## src/rtl/instruction_issue_queue_pkg.sv

```systemverilog
// Shared definitions for the instruction issue queue and the control circuit.
// Instruction format: {opcode[10:8], Rx[7:4], Ry[3:0]}.
package instruction_issue_queue_pkg;

    localparam int OPCODE_W   = 3;
    localparam int OPERAND_W  = 8;
    localparam int HOLD_CNT_W = 3;

    localparam logic [OPCODE_W-1:0] OP_LOAD = 3'b000;
    localparam logic [OPCODE_W-1:0] OP_MOV  = 3'b001;
    localparam logic [OPCODE_W-1:0] OP_ADD  = 3'b010;
    localparam logic [OPCODE_W-1:0] OP_SUB  = 3'b011;

    // Opcode 111 sends the control FSM into its default branch, so it stays in its initial state.
    localparam logic [OPCODE_W+OPERAND_W-1:0] IDLE_INSTR = 11'b111_0000_0000;

    typedef enum logic {
        ST_IDLE = 1'b0,
        ST_HOLD = 1'b1
    } issue_state_t;

    // Cycles an instruction stays on the bus, including the control FSM's initial state.
    function automatic logic [HOLD_CNT_W-1:0] hold_len(input logic [OPCODE_W-1:0] opcode);
        logic [HOLD_CNT_W-1:0] len;
        case (opcode)
            OP_LOAD:        len = 3'd3;
            OP_MOV:         len = 3'd2;
            OP_ADD, OP_SUB: len = 3'd4;
            default:        len = 3'd1;
        endcase
        return len;
    endfunction

endpackage

```

## src/rtl/instruction_issue_queue_instr_fifo.sv

```systemverilog
// instr_fifo: synchronous circular buffer with wrapping read/write pointers
// and an occupancy counter. Push is ignored when full, pop when empty.
module instr_fifo
    import instruction_issue_queue_pkg::*;
#(
    parameter int DEPTH = 4,
    parameter int W     = 11
) (
    input  logic                     clk,
    input  logic                     reset,
    input  logic                     push,
    input  logic                     pop,
    input  logic [W-1:0]             din,
    output logic [W-1:0]             head,
    output logic [$clog2(DEPTH):0]   count,
    output logic                     full,
    output logic                     empty
);

    localparam int PTR_W = $clog2(DEPTH);
    localparam int CNT_W = PTR_W + 1;

    logic [W-1:0]     mem_r [DEPTH];
    logic [PTR_W-1:0] wr_ptr_r;
    logic [PTR_W-1:0] rd_ptr_r;
    logic [CNT_W-1:0] count_r;
    logic             full_s;
    logic             empty_s;
    logic             do_push_s;
    logic             do_pop_s;
    logic [PTR_W-1:0] wr_ptr_nx_s;
    logic [PTR_W-1:0] rd_ptr_nx_s;
    logic [CNT_W-1:0] count_nx_s;

    assign full_s    = (count_r == CNT_W'(DEPTH));
    assign empty_s   = (count_r == {CNT_W{1'b0}});
    assign do_push_s = push && !full_s;
    assign do_pop_s  = pop && !empty_s;

    // Next pointer and occupancy values; pointers wrap from DEPTH-1 back to 0.
    always_comb begin
        wr_ptr_nx_s = wr_ptr_r;
        rd_ptr_nx_s = rd_ptr_r;
        count_nx_s  = count_r;
        if (do_push_s) begin
            wr_ptr_nx_s = (wr_ptr_r == PTR_W'(DEPTH - 1)) ? {PTR_W{1'b0}} : wr_ptr_r + PTR_W'(1);
        end else begin
            wr_ptr_nx_s = wr_ptr_r;
        end
        if (do_pop_s) begin
            rd_ptr_nx_s = (rd_ptr_r == PTR_W'(DEPTH - 1)) ? {PTR_W{1'b0}} : rd_ptr_r + PTR_W'(1);
        end else begin
            rd_ptr_nx_s = rd_ptr_r;
        end
        case ({do_push_s, do_pop_s})
            2'b10:   count_nx_s = count_r + CNT_W'(1);
            2'b01:   count_nx_s = count_r - CNT_W'(1);
            default: count_nx_s = count_r;
        endcase
    end

    // Pointer and occupancy state; flushed by reset.
    always_ff @(posedge clk or posedge reset) begin
        if (reset) begin
            wr_ptr_r <= {PTR_W{1'b0}};
            rd_ptr_r <= {PTR_W{1'b0}};
            count_r  <= {CNT_W{1'b0}};
        end else begin
            wr_ptr_r <= wr_ptr_nx_s;
            rd_ptr_r <= rd_ptr_nx_s;
            count_r  <= count_nx_s;
        end
    end

    // Storage array; contents are don't-care until written, so no reset is needed.
    always_ff @(posedge clk) begin
        if (do_push_s) begin
            mem_r[wr_ptr_r] <= din;
        end
    end

    assign head  = mem_r[rd_ptr_r];
    assign count = count_r;
    assign full  = full_s;
    assign empty = empty_s;

endmodule

```

## src/rtl/instruction_issue_queue.sv

```systemverilog
// instruction_issue_queue: buffers host instructions and presents them one at
// a time on INSTRUCTION, holding each for the control FSM's execution length.
// Optional macro ISSUE_COUNT_EN adds a 16-bit wrapping issue_count output.
module instruction_issue_queue
    import instruction_issue_queue_pkg::*;
#(
    parameter int DEPTH   = 4,
    parameter int INSTR_W = 11
) (
    input  logic                   clk,
    input  logic                   reset,
    input  logic                   wr_valid,
    input  logic [INSTR_W-1:0]     wr_instr,
    output logic                   wr_ready,
    output logic [INSTR_W-1:0]     INSTRUCTION,
    output logic                   issue,
    output logic                   busy,
    output logic                   empty,
`ifdef ISSUE_COUNT_EN
    output logic [15:0]            issue_count,
`endif
    output logic [$clog2(DEPTH):0] count
);

    logic [INSTR_W-1:0]    fifo_head_s;
    logic                  fifo_full_s;
    logic                  fifo_empty_s;
    logic                  pop_s;

    issue_state_t          state_r;
    issue_state_t          state_nx_s;
    logic [HOLD_CNT_W-1:0] hold_cnt_r;
    logic [HOLD_CNT_W-1:0] hold_cnt_nx_s;
    logic [INSTR_W-1:0]    instr_r;
    logic [INSTR_W-1:0]    instr_nx_s;
    logic                  issue_r;
    logic                  issue_nx_s;
    logic                  busy_r;
    logic                  window_done_s;
    logic [HOLD_CNT_W-1:0] head_len_s;

    instr_fifo #(
        .DEPTH (DEPTH),
        .W     (INSTR_W)
    ) u_fifo (
        .clk   (clk),
        .reset (reset),
        .push  (wr_valid),
        .pop   (pop_s),
        .din   (wr_instr),
        .head  (fifo_head_s),
        .count (count),
        .full  (fifo_full_s),
        .empty (fifo_empty_s)
    );

    assign head_len_s    = hold_len(fifo_head_s[INSTR_W-1 -: OPCODE_W]);
    assign window_done_s = (state_r == ST_IDLE) || (hold_cnt_r == {HOLD_CNT_W{1'b0}});

    // Issue FSM next state: load the head when the current window ends, otherwise count down.
    always_comb begin
        state_nx_s    = state_r;
        hold_cnt_nx_s = hold_cnt_r;
        instr_nx_s    = instr_r;
        issue_nx_s    = 1'b0;
        pop_s         = 1'b0;
        if (window_done_s && !fifo_empty_s) begin
            pop_s         = 1'b1;
            state_nx_s    = ST_HOLD;
            instr_nx_s    = fifo_head_s;
            hold_cnt_nx_s = head_len_s - 3'd1;
            issue_nx_s    = 1'b1;
        end else if (window_done_s) begin
            state_nx_s    = ST_IDLE;
            instr_nx_s    = INSTR_W'(IDLE_INSTR);
            hold_cnt_nx_s = {HOLD_CNT_W{1'b0}};
        end else begin
            hold_cnt_nx_s = hold_cnt_r - 3'd1;
        end
    end

    // Issue FSM state and registered outputs; reset drops INSTRUCTION to idle at once.
    always_ff @(posedge clk or posedge reset) begin
        if (reset) begin
            state_r    <= ST_IDLE;
            hold_cnt_r <= {HOLD_CNT_W{1'b0}};
            instr_r    <= INSTR_W'(IDLE_INSTR);
            issue_r    <= 1'b0;
            busy_r     <= 1'b0;
        end else begin
            state_r    <= state_nx_s;
            hold_cnt_r <= hold_cnt_nx_s;
            instr_r    <= instr_nx_s;
            issue_r    <= issue_nx_s;
            busy_r     <= (state_nx_s == ST_HOLD);
        end
    end

`ifdef ISSUE_COUNT_EN
    logic [15:0] issue_count_r;

    // Total issued instructions, wrapping from 0xFFFF to 0.
    always_ff @(posedge clk or posedge reset) begin
        if (reset) begin
            issue_count_r <= 16'd0;
        end else if (issue_nx_s) begin
            issue_count_r <= issue_count_r + 16'd1;
        end else begin
            issue_count_r <= issue_count_r;
        end
    end

    assign issue_count = issue_count_r;
`endif

    assign wr_ready    = !fifo_full_s;
    assign empty       = fifo_empty_s;
    assign INSTRUCTION = instr_r;
    assign issue       = issue_r;
    assign busy        = busy_r;

endmodule
```

## config.mk

```make
export PLATFORM = sky130hd
export DESIGN_NAME = instruction_issue_queue
export DESIGN_NICKNAME = d
export VERILOG_FILES = /design/src/rtl/instruction_issue_queue_pkg.sv /design/src/rtl/instruction_issue_queue_instr_fifo.sv /design/src/rtl/instruction_issue_queue.sv
export SDC_FILE = /design/constraint.sdc
export NUM_CORES = 1
export LEC_CHECK = 0
export CAP_MARGIN = 20
export CELL_PAD_IN_SITES_DETAIL_PLACEMENT = 0
export CELL_PAD_IN_SITES_GLOBAL_PLACEMENT = 1
export CORE_MARGIN = 5
export CORE_UTILIZATION = 53
export CTS_BUF_LIST = sky130_fd_sc_hd__clkbuf_8
export CTS_CLUSTER_DIAMETER = 60
export DETAILED_ROUTE_END_ITERATION = 10
export PLACE_DENSITY = 0.95
export SLEW_MARGIN = 20
export SYNTH_ARGS = -nofsm -noshare
export SYNTH_HDL_FRONTEND = slang
export SYNTH_SLANG_ARGS = --single-unit
```

## constraint.sdc

```tcl
create_clock -name clk -period 6 [get_ports clk]
set_input_delay 1.2 -clock clk [delete_from_list [all_inputs] [get_ports clk]]
set_output_delay 1.2 -clock clk [all_outputs]
set_load 0.05 [all_outputs]
```

# Word-level counts from Yosys, hierarchy flattened
# Memory sizes are Yosys's and may differ from the RTL's.
# Cells that the tools add are included.
[op_classes]
add_sub_neg = 6
multipliers = 0
div = 0
magnitude_cmp = 0
eq_ne = 8
n_shift = 0
mux = 13
bitwise_logic = 1
n_reduce_logical = 12
[ops]
columns = ["cell", "count"]
rows = [
  ["11-bit 2-to-1 mux", 2],
  ["3-bit zero test", 3],
  ["3-bit case mux with 3 select lines", 1],
  ["3-bit by 1-bit subtractor with 3-bit output, second input constant", 3],
  ["2-bit == test, second input constant", 3],
  ["3-bit by 2-bit == test with 1-bit output, second input constant", 2],
  ["3-bit 2-to-1 mux", 2],
  ["3-bit case mux with 2 select lines", 1],
  ["1-bit 2-to-1 mux", 5],
  ["2-bit by 1-bit adder with 2-bit output, second input constant", 2],
  ["2-bit 2-to-1 mux", 2],
  ["2-bit nonzero test", 2],
  ["3-bit by 1-bit adder with 3-bit output, second input constant", 1],
  ["3-bit by 1-bit == test with 1-bit output, second input constant", 1],
  ["3-bit == test, second input constant", 1],
  ["1-bit logical AND", 3],
  ["2-bit by 1-bit == test with 1-bit output, second input constant", 1],
  ["1-bit zero test", 2],
  ["2-bit OR reduction", 1],
  ["1-bit logical OR", 1],
  ["1-bit NOT", 1],
]
[word_totals]
reg_bits = 23
latchBits = 0
ramBits = 44
romBits = 0
elab_cells = 48
mem_count = 1
[memory_table]
columns = ["memory", "words", "word_bits", "read_ports", "rd_clocked_by_memory_dff", "wr", "line", "rtl"]
rows = [
  ["u_fifo.mem_r", 4, 11, 1, 0, 1, "instruction_issue_queue_instr_fifo.sv:23", "logic [W-1:0] mem_r [DEPTH];"],
]

# Logic depth before layout (Yosys ltp)
[depth]
word_depth = 7
depth_mapped = 15
depth_no_buf = 12

# By module
# Synthesis repeated with hierarchy kept, for this count alone.
[unflattened]
hier_cells = 158
area_unflattened_um2 = 2825.2
[modules_own_cells]
columns = ["module", "n_inst", "cells_per_inst", "area_per_inst_um2", "seq_area_each_um2"]
rows = [
  ["instr_fifo", 1, 98, 2079.5, 1496.4],
  ["instruction_issue_queue", 1, 60, 745.7, 404.1],
]

# Worst setup path before layout
# Ideal clock, no wire load.
[synth_timing]
path_type = "register -> register"
startpoint = "register u_fifo.count_r[0] (netlist: u_fifo.count[0])"
endpoint = "register u_fifo.count_r[2] (netlist: u_fifo.count[2])"
setup_ns = 0.146
t_arrival_ns = 2.640
required_time_ns = 5.854
slack_ns = 3.214
stages_incl_launch_ff = 12
synth_period_minus_slack_ns = 2.786
cell_sequence = "dfrtp_1 -> nor3_2 -> or2_1 -> buf_6 -> clkinv_4 -> buf_12 -> ha_1 -> inv_1 -> fa_1 -> xor2_1 -> nor2_1 -> xor2_1"
[synth_via]
elab_chain_cells = 7
word_cells_on_any_way = 14
classes_between = "2 x add/sub; 3 x eq/ne; 2 x mux; 7 x reduce/logical"
[synth_lines]
columns = ["item", "line", "rtl"]
rows = [
  ["start: declaration", "instruction_issue_queue_instr_fifo.sv:26", "logic [CNT_W-1:0] count_r;"],
  ["start signal: assignment", "instruction_issue_queue_instr_fifo.sv:67", "count_r <= {CNT_W{1'b0}};"],
  ["start signal: assignment", "instruction_issue_queue_instr_fifo.sv:71", "count_r <= count_nx_s;"],
  ["3-bit zero test (*)", "instruction_issue_queue_instr_fifo.sv:36", "assign empty_s = (count_r == {CNT_W{1'b0}});"],
  ["via empty", "instruction_issue_queue.sv:18", "output logic empty,"],
  ["1-bit zero test (*)", "instruction_issue_queue.sv:67", "if (window_done_s && !fifo_empty_s) begin"],
  ["1-bit logical AND (*)", "instruction_issue_queue.sv:67", ""],
  ["1-bit 2-to-1 mux (*)", "-", ""],
  ["via issue_nx_s", "instruction_issue_queue.sv:37", "logic issue_nx_s;"],
  ["1-bit logical AND (*)", "instruction_issue_queue_instr_fifo.sv:38", "assign do_pop_s = pop && !empty_s;"],
  ["2-bit by 1-bit == test with 1-bit output or 2-bit == test (tied branches)", "instruction_issue_queue_instr_fifo.sv:55", "case ({do_push_s, do_pop_s})"],
  ["3-bit case mux with 2 select lines or 2-bit nonzero test (tied branches)", "-", ""],
]
# The timed path passes the listed nets; every way through them passes the cells marked *.
# A chain may end at the register's enable or synchronous reset.

# Worst setup path in the final report
[layout_timing]
startpoint = "register u_fifo.count_r[0] (netlist: u_fifo.count[0])"
endpoint = "output port wr_ready"
[layout_via]
elab_chain_cells = 2
[layout_lines]
columns = ["item", "line", "rtl"]
rows = [
  ["3-bit == test", "instruction_issue_queue_instr_fifo.sv:35", "assign full_s = (count_r == CNT_W'(DEPTH));"],
  ["1-bit zero test", "instruction_issue_queue.sv:116", "assign wr_ready = !fifo_full_s;"],
  ["end: declaration", "instruction_issue_queue.sv:14", "output logic wr_ready,"],
]
# No other way between the ends.

==> flow_summary.toml <==
[sta]
layout_setup_ws_ps = 2901
worst_slew_pin_slew_ps = 952.2
fin_crit_ps = 3099
period_share_pct = 51.65
timing.fmax_mhz = 322.7
finalSetupViolCount = 0
rsz0062_at_grt = "false"
setup_tns_ps = 0
hold_viol = 0
fin_skew_ps = 5.156
slew_headroom_pct = 36.45
slew_violations = 0

[critical_path]
critPathTopFamily = "buffers and inverters"
crit_cells = 3
crit_fanout = 6
criticalPathCategory = "flop to primary output"
endpoint_kind = "primary output"
r2r_setup_slack_ps = 3250
arrival_ps = 1900
slowest_delay_ps = 840
r2r_cells = 12
cp_slowest_cell = "clkdlybuf4s50_1"
critical_path_required_ps = 4800
path_buf_inv = 2
cp_cell_sequence = "inv_1 -> nand3_1 -> clkdlybuf4s50_1"
crit_path_start_kind = "flop"
r2r_start = "hold_cnt_r[0]$_DFF_PP0_"
reg2reg_to = "u_fifo.count[2]$_DFFE_PP0P_"

[clock_tree]
cts_setup_buffers = 0
clk_latency_ps = 330
cts_sinks = 67
htreeDepth = 3
post_cts_resized = 0
cts_buffers = 9
ctsHoldBuffers = 0
cts_tree = "yes"
clockRootBuffer = "clkbuf_8"
clock_path_buffers = 2
clk_pin_slew_ps = 70

[logic_synthesis]
yosysSeqAreaShare_pct = 70.32
synth_warnings = 0
synth_xor_area_share_pct = 1.620
syn_nets = 170
synth_top_cells_by_count = "edfxtp_1, dfrtp_1, mux4_2"
synth_top_family_by_area = "multiplexers"
yosysTopAreaCell = "edfxtp_1"
synth_compound_area_share_pct = 4.815
synth_flop_cell = "edfxtp_1"
syn_avg_cell_area_um2 = 18.51
synth_area_leaders = "edfxtp_1, dfrtp_1, mux4_2"
ys_types = 32
syn_inst = 146
synth_area_mm2 = 0.002703
synthAdderAreaFrac_pct = 4.907
ys_ff_latch = 67
synth-edff-count = 44
synth.top_cell.area_share_pct = 48.89
yosysMostFrequentCell = "edfxtp_1"
async_reset_ff_share_pct = 34.33
synth-simple-area-share_pct = 3.333
synth_mux_area_share_pct = 11.34

[global_route]
grt_overflow = 0
grt_pass1_vias = 1528
grt_max_degree = 24
grt_pass1_wl_um = 7803
antenna_found_initial = 0
track_usage_pct = 16.82

[finish]
area_growth_pct = 21.16
finalNetCount = 207
drive_above_1_share_pct = 19.68
diodes = 0

[floorplan]
pin_count = 32
die_w_um = 81.41
core_mm2 = 0.005042
num_rows = 26
die_area_mm2 = 0.006628
die_y_um = 81.41
start_util_pct = 53.60

[pwr]
p_leak_nw = 1.228
vdd_drop_max_mv = 0.3029
power.density_mw_per_mm2 = 589.5

[route]
dr.pass1.iters = 4
vias_per_cell = 5.291
first_iter_violations = 113
detail-route-antenna-nets = 0
routed_wl_um = 4737
drc = 0
wire_per_inst_um = 18.36
vias = 1365

[placement]
place_congestion = 0.7546
io_buffer_count = 31
pre_cts_ws_ps = 2913
place_hpwl_um = 3108

[hold_path]
min_path_cells = 1
worstHoldEndpoint = "hold_cnt_r[0]$_DFF_PP0_"
min_from = "hold_cnt_r[0]$_DFF_PP0_"
hold_class = "flop to flop"

[job]
drv_cap = 0

[outcome]
run_status = "completed"
[power by group]
group	internal [mW]	total, mW	switching, mW
logic	0.330	0.769	0.439
clock network	0.245	0.412	0.167
registers	0.645	0.749	0.105
[cells in the final DEF, fill, tap and decap left out, types with 4 or more instances in the layout]
master | netlist | final
clkdlybuf4s50_1 | 0 | 31
inv_1 | 10 | 10
ha_1 | 9 | 9
and3_1 | 4 | 4
clkbuf_8 | 0 | 10
mux4_2 | 11 | 11
dfrtp_1 | 20 | 20
nor2_1 | 5 | 5
edfxtp_1 | 44 | 44
a22o_1 | 8 | 8
[metrics by stage]
stage	power, mW	hold slack [ps]	util [%]	std cells	cell area [um^2]
after CTS	1.950	463.9	64.94	258	3274
after global placement	1.488	446.5	60.45	242	3048
after global routing	2.036	482.1	64.94	258	3274
final	1.930	474.6	64.94	258	3274
after detailed placement	1.532	454.9	60.45	242	3048
after floorplan	1.335	427.9	-	146	2703
[metal layers]
layer	GRT usage [%]	share of wire (%)	up-vias
met5	0	0	-
met4	8.446	1.2	0
met3	4.496	3.1	5
met2	28.50	55	25
met1	19.76	40	707
li1	-	-	628
[worst register-to-register path: cells and delay by family (launching register included)]
family / cells / cell delay (ps)
fa+ha+maj: 3 / 750
simple gates: 2 / 520
buf+inv: 4 / 400
flops: 1 / 380
compound gates: 1 / 320
xor+xnor: 2 / 320
[state kept, by name (all words and copies together) (netlist names)]
register	count
issue	1
hold_cnt_r	3
u_fifo.count	3
u_fifo.mem_r	44
busy	1
u_fifo.rd_ptr_r	2
INSTRUCTION	11
u_fifo.wr_ptr_r	2
[logic make-up after synthesis]
| logic type | after synthesis |
|---|---|
| AOI/OAI and AO/OA | 16 |
| adders and majority gates | 10 |
| muxes | 16 |
| and+or+nand+nor | 16 |
| xor gates and xnor gates | 5 |
| DFF | 67 |
| buffers and inverters | 16 |
[worst max path at each step]
| stage | start | to | slack, ps |
|---|---|---|---|
| 5_1_grt | u_fifo.count[0]$_DFFE_PP0P_ | wr_ready | 2810 |
| 6_report | u_fifo.count[0]$_DFFE_PP0P_ | wr_ready | 2900 |
| 3_5_place_dp | wr_valid | u_fifo.count[2]$_DFFE_PP0P_ | 2910 |
| 3_3_place_gp | wr_valid | u_fifo.count[2]$_DFFE_PP0P_ | 3060 |
| 4_1_cts | u_fifo.count[0]$_DFFE_PP0P_ | wr_ready | 2880 |
| 2_1_floorplan | u_fifo.count[0]$_DFFE_PP0P_ | u_fifo.count[2]$_DFFE_PP0P_ | 3210 |
[final cells by class]
cell class | instances | area (um^2)
Clock buffer | 10 | 137.6
Clock inverter | 6 | 88.84
Fill cell | 333 | 1768
Inverter | 11 | 46.29
Multi-Input combinational cell | 63 | 703.2
Sequential cell | 67 | 1901
Tap cell | 70 | 87.58
Timing Repair Buffer | 31 | 310.3
Power figures use the tool's default switching activity.
